File: config.mk
export PLATFORM = sky130hd
export DESIGN_NAME = example_reg_master
export DESIGN_NICKNAME = d
export VERILOG_FILES = /design/src/rtl/example_reg_master.sv
export SDC_FILE = /design/constraint.sdc
export NUM_CORES = 1
export LEC_CHECK = 0
export ABC_AREA = 0
export CAP_MARGIN = 25
export CORE_UTILIZATION = 43
export DETAILED_ROUTE_END_ITERATION = 8
export MAX_ROUTING_LAYER = met4
export PLACE_DENSITY = 0.81
export RECOVER_POWER = 25
export SLEW_MARGIN = 20
export SYNTH_ARGS = -nofsm -noshare
export SYNTH_HDL_FRONTEND = slang
export SYNTH_SLANG_ARGS = --single-unit
File: constraint.sdc
create_clock -name clk -period 1.9 [get_ports clk]
set_input_delay 0.38 -clock clk [delete_from_list [all_inputs] [get_ports clk]]
set_output_delay 0.38 -clock clk [all_outputs]
set_load 0.05 [all_outputs]
File: src/rtl/example_reg_master.sv
// Register-bus initiator: one read/write at a time, acked or timed out; option EXAMPLE_REG_MASTER_UNINIT_CHECK_EN.
// Latency: accept -> rsp_valid = 2 cycles + ack wait (1 cycle for rejected commands).
// Backpressure: cmd_ready only in IDLE; the response is held until rsp_ready.
module example_reg_master #(
    parameter int                  ADDR_WIDTH     = 4,
    parameter int                  DATA_WIDTH     = 32,
    parameter int                  NUM_REGS       = 9,
    parameter int                  TIMEOUT_CYCLES = 16,
    parameter logic [NUM_REGS-1:0] UNRESET_MASK   = 9'b001100000
) (
    input  logic                  clk,
    input  logic                  reset,
    input  logic                  cmd_valid,
    output logic                  cmd_ready,
    input  logic                  cmd_write,
    input  logic [ADDR_WIDTH-1:0] cmd_addr,
    input  logic [DATA_WIDTH-1:0] cmd_wdata,
    output logic                  rsp_valid,
    input  logic                  rsp_ready,
    output logic [DATA_WIDTH-1:0] rsp_rdata,
    output logic                  rsp_err,
    output logic [ADDR_WIDTH-1:0] bus_addr,
    output logic                  bus_wr,
    output logic                  bus_rd,
    output logic [DATA_WIDTH-1:0] bus_wdata,
    input  logic [DATA_WIDTH-1:0] bus_rdata,
    input  logic                  bus_ack
);
    typedef enum logic [1:0] {IDLE, ISSUE, WAIT_ACK, RESP} state_t;

    localparam logic [ADDR_WIDTH:0] NUM_REGS_W   = (ADDR_WIDTH+1)'(NUM_REGS);
    localparam logic [7:0]          TIMEOUT_LAST = 8'(TIMEOUT_CYCLES - 1);

    state_t                  state_q, state_d;
    logic                    write_q, write_d;
    logic [ADDR_WIDTH-1:0]   addr_q, addr_d;
    logic [DATA_WIDTH-1:0]   wdata_q, wdata_d;
    logic [DATA_WIDTH-1:0]   rdata_q, rdata_d;
    logic                    err_q, err_d;
    logic [7:0]              cnt_q, cnt_d;
    logic                    cmd_fire, in_range, uninit_hit, bus_done, expire;

    assign cmd_fire = cmd_valid && cmd_ready;
    assign in_range = {1'b0, cmd_addr} < NUM_REGS_W;
    assign bus_done = ((state_q == ISSUE) || (state_q == WAIT_ACK)) && bus_ack;
    // An ack in the expiry cycle takes priority over the timeout.
    assign expire   = (state_q == WAIT_ACK) && !bus_ack && (cnt_q == TIMEOUT_LAST);

`ifdef EXAMPLE_REG_MASTER_UNINIT_CHECK_EN
    logic [NUM_REGS-1:0] written_q, written_d;
    assign uninit_hit = in_range && !cmd_write && UNRESET_MASK[cmd_addr] && !written_q[cmd_addr];
`else
    logic unused_mask;
    assign unused_mask = ^UNRESET_MASK;
    assign uninit_hit  = 1'b0;
`endif

    always_ff @(posedge clk) begin
        if (reset) begin
            state_q   <= IDLE;
            write_q   <= 1'b0;
            addr_q    <= '0;
            wdata_q   <= '0;
            rdata_q   <= '0;
            err_q     <= 1'b0;
            cnt_q     <= '0;
`ifdef EXAMPLE_REG_MASTER_UNINIT_CHECK_EN
            written_q <= '0;
`endif
        end else begin
            state_q   <= state_d;
            write_q   <= write_d;
            addr_q    <= addr_d;
            wdata_q   <= wdata_d;
            rdata_q   <= rdata_d;
            err_q     <= err_d;
            cnt_q     <= cnt_d;
`ifdef EXAMPLE_REG_MASTER_UNINIT_CHECK_EN
            written_q <= written_d;
`endif
        end
    end

    always_comb begin
        state_d   = state_q;
        write_d   = write_q;
        addr_d    = addr_q;
        wdata_d   = wdata_q;
        rdata_d   = rdata_q;
        err_d     = err_q;
        cnt_d     = cnt_q;
`ifdef EXAMPLE_REG_MASTER_UNINIT_CHECK_EN
        written_d = written_q;
`endif
        case (state_q)
            IDLE: begin
                if (cmd_fire) begin
                    write_d = cmd_write;
                    addr_d  = cmd_addr;
                    wdata_d = cmd_wdata;
                    rdata_d = '0;
                    err_d   = 1'b0;
                    if (!in_range || uninit_hit) begin
                        err_d   = 1'b1;
                        state_d = RESP;
                    end else begin
                        state_d = ISSUE;
                    end
                end
            end
            ISSUE: begin
                cnt_d   = '0;
                state_d = bus_ack ? RESP : WAIT_ACK;
            end
            WAIT_ACK: begin
                if (bus_ack || expire) state_d = RESP;
                else                   cnt_d   = cnt_q + 8'd1;
            end
            RESP: begin
                if (rsp_ready) state_d = IDLE;
            end
            default: state_d = IDLE;
        endcase

        if (bus_done) begin
            rdata_d = write_q ? '0 : bus_rdata;
            err_d   = 1'b0;
`ifdef EXAMPLE_REG_MASTER_UNINIT_CHECK_EN
            if (write_q) written_d[addr_q] = 1'b1;
`endif
        end else if (expire) begin
            rdata_d = '0;
            err_d   = 1'b1;
        end
    end

    // Reset forces every output low in the reset cycle itself, including the strobes.
    always_comb begin
        cmd_ready = 1'b0;
        rsp_valid = 1'b0;
        rsp_rdata = '0;
        rsp_err   = 1'b0;
        bus_addr  = '0;
        bus_wdata = '0;
        bus_wr    = 1'b0;
        bus_rd    = 1'b0;
        if (!reset) begin
            case (state_q)
                IDLE: cmd_ready = 1'b1;
                ISSUE: begin
                    bus_addr  = addr_q;
                    bus_wdata = wdata_q;
                    bus_wr    = write_q;
                    bus_rd    = !write_q;
                end
                WAIT_ACK: begin
                    bus_addr  = addr_q;
                    bus_wdata = wdata_q;
                end
                RESP: begin
                    rsp_valid = 1'b1;
                    rsp_rdata = rdata_q;
                    rsp_err   = err_q;
                end
                default: cmd_ready = 1'b0;
            endcase
        end
    end
endmodule

==> results.json <==
{
  "end_kind": "primary output",
  "pre_cts_slack_ps": -442.4,
  "syn-instance-count": 430,
  "finalClockSkew_ps": 13.91,
  "clock_latency_ps": 350,
  "drc": 0,
  "worstPathRequired_ps": 1520,
  "reg2reg_to": "state_q[0]",
  "seq_area_frac_synth": 0.4452,
  "synth-seq-cells": 80,
  "start_util": 0.4538,
  "fin_crit_sh": 1.228,
  "rrSetupSlack_ps": -60,
  "gp_congestion": 0.8194,
  "worstPathArrival_ps": 1950,
  "report.power.total_w": 0.006379,
  "setup_viol": 74,
  "via_per_inst": 5.729,
  "postRouteAntennaNets": 0,
  "cts_tree": "yes",
  "syn_area_per_cell_sq_um": 8.366,
  "hold_violations": 0,
  "crit_path_max_fanout": 5,
  "ys_top_cells_by_count": "dfxtp_1, nand2_1, and2_1",
  "maxSlewViolCount": 0,
  "synth_top_area_share": 0.4452,
  "pwr-share-comb": 0.455,
  "drtIter0Drc": 254,
  "ir_drop_uv": 549.0,
  "critPathBufInv": 5,
  "io_pins": 147,
  "grt_max_degree": 42,
  "dpl.hpwl_um": 7632,
  "r2r_start": "state_q[1]",
  "drive_gt1_frac": 0.3688,
  "post_drt_wl_per_cell_um": 20.58,
  "area_growth_pct": 88.31,
  "violations": "setup timing",
  "nNetsFinal": 677,
  "hp-class": "flop to flop",
  "numPortBuffers": 146,
  "critPathKind": "flop to primary output",
  "intPower_w": 0.004011,
  "yosys_warnings": 0,
  "synthFlopType": "dfxtp_1",
  "fin_util": 0.8545,
  "die_h_um": 93.47,
  "max-slew-margin-rel": 0.7063,
  "cts_buffers": 9,
  "async_reset_ff_frac": 0,
  "coreArea_sq_um": 7928,
  "crit_chain": "buf_6 -> inv_6 -> ha_4 -> nor2b_4 -> buf_4 -> buf_6 -> and2_4 -> buf_12",
  "syn_area_sq_um": 3597,
  "root_buffer": "clkbuf_8",
  "tightest_slew_ps": 436.5,
  "switching_share": 0.3712,
  "p_sw_w": 0.002368,
  "fin_ws_ps": -433.5,
  "outcome": "finished with violations",
  "track_usage": 0.3292,
  "synth.largest_area_cell": "dfxtp_1",
  "critPathSlowestCell": "dfxtp_2",
  "h-tree-depth": 3,
  "clockPowerShare": 0.197,
  "dp.cells": 663,
  "start_kind": "flop",
  "cap_violations": 0,
  "clk_pin_slew_worst_paths_ps": 90,
  "whs_path_depth": 2,
  "firstDrtPassIters": 6,
  "vias": 4039,
  "design.die.area_sq_um": 8736,
  "postCtsHoldBufs": 0,
  "crit_path_frequent_cell": "buf_6",
  "numClockSinks": 80,
  "num_rows": 32,
  "stdcell_count": 705,
  "critical-path-top-delay-family": "buffers and inverters",
  "drt-total-wl_um": 14510,
  "rsz0062_at_grt": "true",
  "power_frac_seq": 0.348,
  "post-route-cell-area_sq_um": 6774,
  "p_leak_nw": 2.810,
  "power.density_nw_per_um2": 941.8,
  "synthTopCellsByArea": "dfxtp_1, and2_1, nand2_1",
  "placed_cell_area_sq_um": 6046,
  "max_clock_freq_mhz": 428.5,
  "synth_fp_nets": 509,
  "gr-total-overflow": 0,
  "yosysUniqueCellTypes": 36,
  "antenna_found_initial": 0,
  "synth_edf_count": 0,
  "min_from": "wdata_q[9]",
  "grt_pass1_wl_um": 21380,
  "ff2ff_path_depth": 8,
  "max-clock-path-buffers": 2,
  "period_minus_slack_ps": 2334,
  "grt_pass1_vias": 4074,
  "die_w_um": 93.47,
  "whs_endpoint": "wdata_q[9]",
  "critPathMaxStageDelay_ps": 370
}
[worst min-delay path, cell delays in order (launching register included)]
cell and delay (ps):
dfxtp_1 320, nand3b_1 70, nand2_1 50
[state kept, by name, summed over array words and instances (netlist names)]
signal,flops
state_q,2
write_q,1
cnt_q,8
addr_q,4
err_q,1
rdata_q,32
wdata_q,32
[cell families after synthesis]
kind of cell / synth area share
AOI/OAI and AO/OA: 0.1106
xor gates and xnor gates: 0.009741
adders and majority gates: 0.01739
buffers and inverters: 0.04070
DFF: 0.4452
muxes: 0.002783
and+or+nand+nor: 0.3736
[metrics by stage]
stage / hold WS, ps / TNS, ps
floorplan: 444.8 / -659.1
global placement: 455.3 / -9645
detailed placement: 457.9 / -14120
CTS: 473.4 / -14830
global route: 491.7 / -23920
finish: 476.0 / -22410
[timing repair]
action | in CTS | in global routing
gates cloned | 7 | 1
setup buffers | 15 | 8
resized for setup | 83 | 17
pin swaps | 29 | 10
setup endpoints to repair | 72 | 105
[cells in the final DEF, fill, tap and decap left out, drive strengths merged, types with 6 or more instances in the layout]
| master | n |
|---|---|
| buf | 117 |
| nand2 | 80 |
| dfxtp | 80 |
| clkdlybuf4s50 | 72 |
| and2 | 69 |
| nor2 | 41 |
| nand3b | 38 |
| a32oi | 32 |
| clkbuf | 10 |
| a21oi | 7 |
| nor2b | 6 |
[final cells by class]
type,instances,area (sq um)
clock inverter,5,58.81
timing repair buffer,189,2711
inverter,4,22.52
sequential,80,1604
fill,381,1154
multi-input combinational,314,2120
antenna,1,2.502
clock buffer,10,127.6
tap,102,127.6
[power groups by stage]
stage                     Combinational, W  Clock, W  Sequential [W]
after floorplan                    0.00122         0         0.00215
after global placement             0.00212         0         0.00217
after detailed placement           0.00219         0         0.00219
after CTS                          0.00280   0.00122         0.00218
after global routing               0.00305   0.00134         0.00225
final                              0.00290   0.00125         0.00222
[worst max-delay path by stage]
stage,from,endpoint,slack (ps),depth (start not counted)
CTS,state_q[1],bus_wdata[15],-310,8
floorplan,reset,rsp_rdata[22],-110,4
detailed placement,state_q[1],rsp_rdata[19],-440,4
global route,state_q[1],bus_wdata[2],-450,8
global placement,state_q[0],rsp_rdata[26],-300,4
finish,state_q[1],bus_wdata[2],-430,8
[layer usage]
metal / GRT usage / vias up / share of wire
met3: 0.04390 / 75 / 0.056
met1: 0.3726 / 1936 / 0.37
li1: - / 1795 / -
met2: 0.5570 / 233 / 0.52
met5: - / - / 0
met4: 0.1923 / 0 / 0.056
Power figures use the tool's default switching activity.
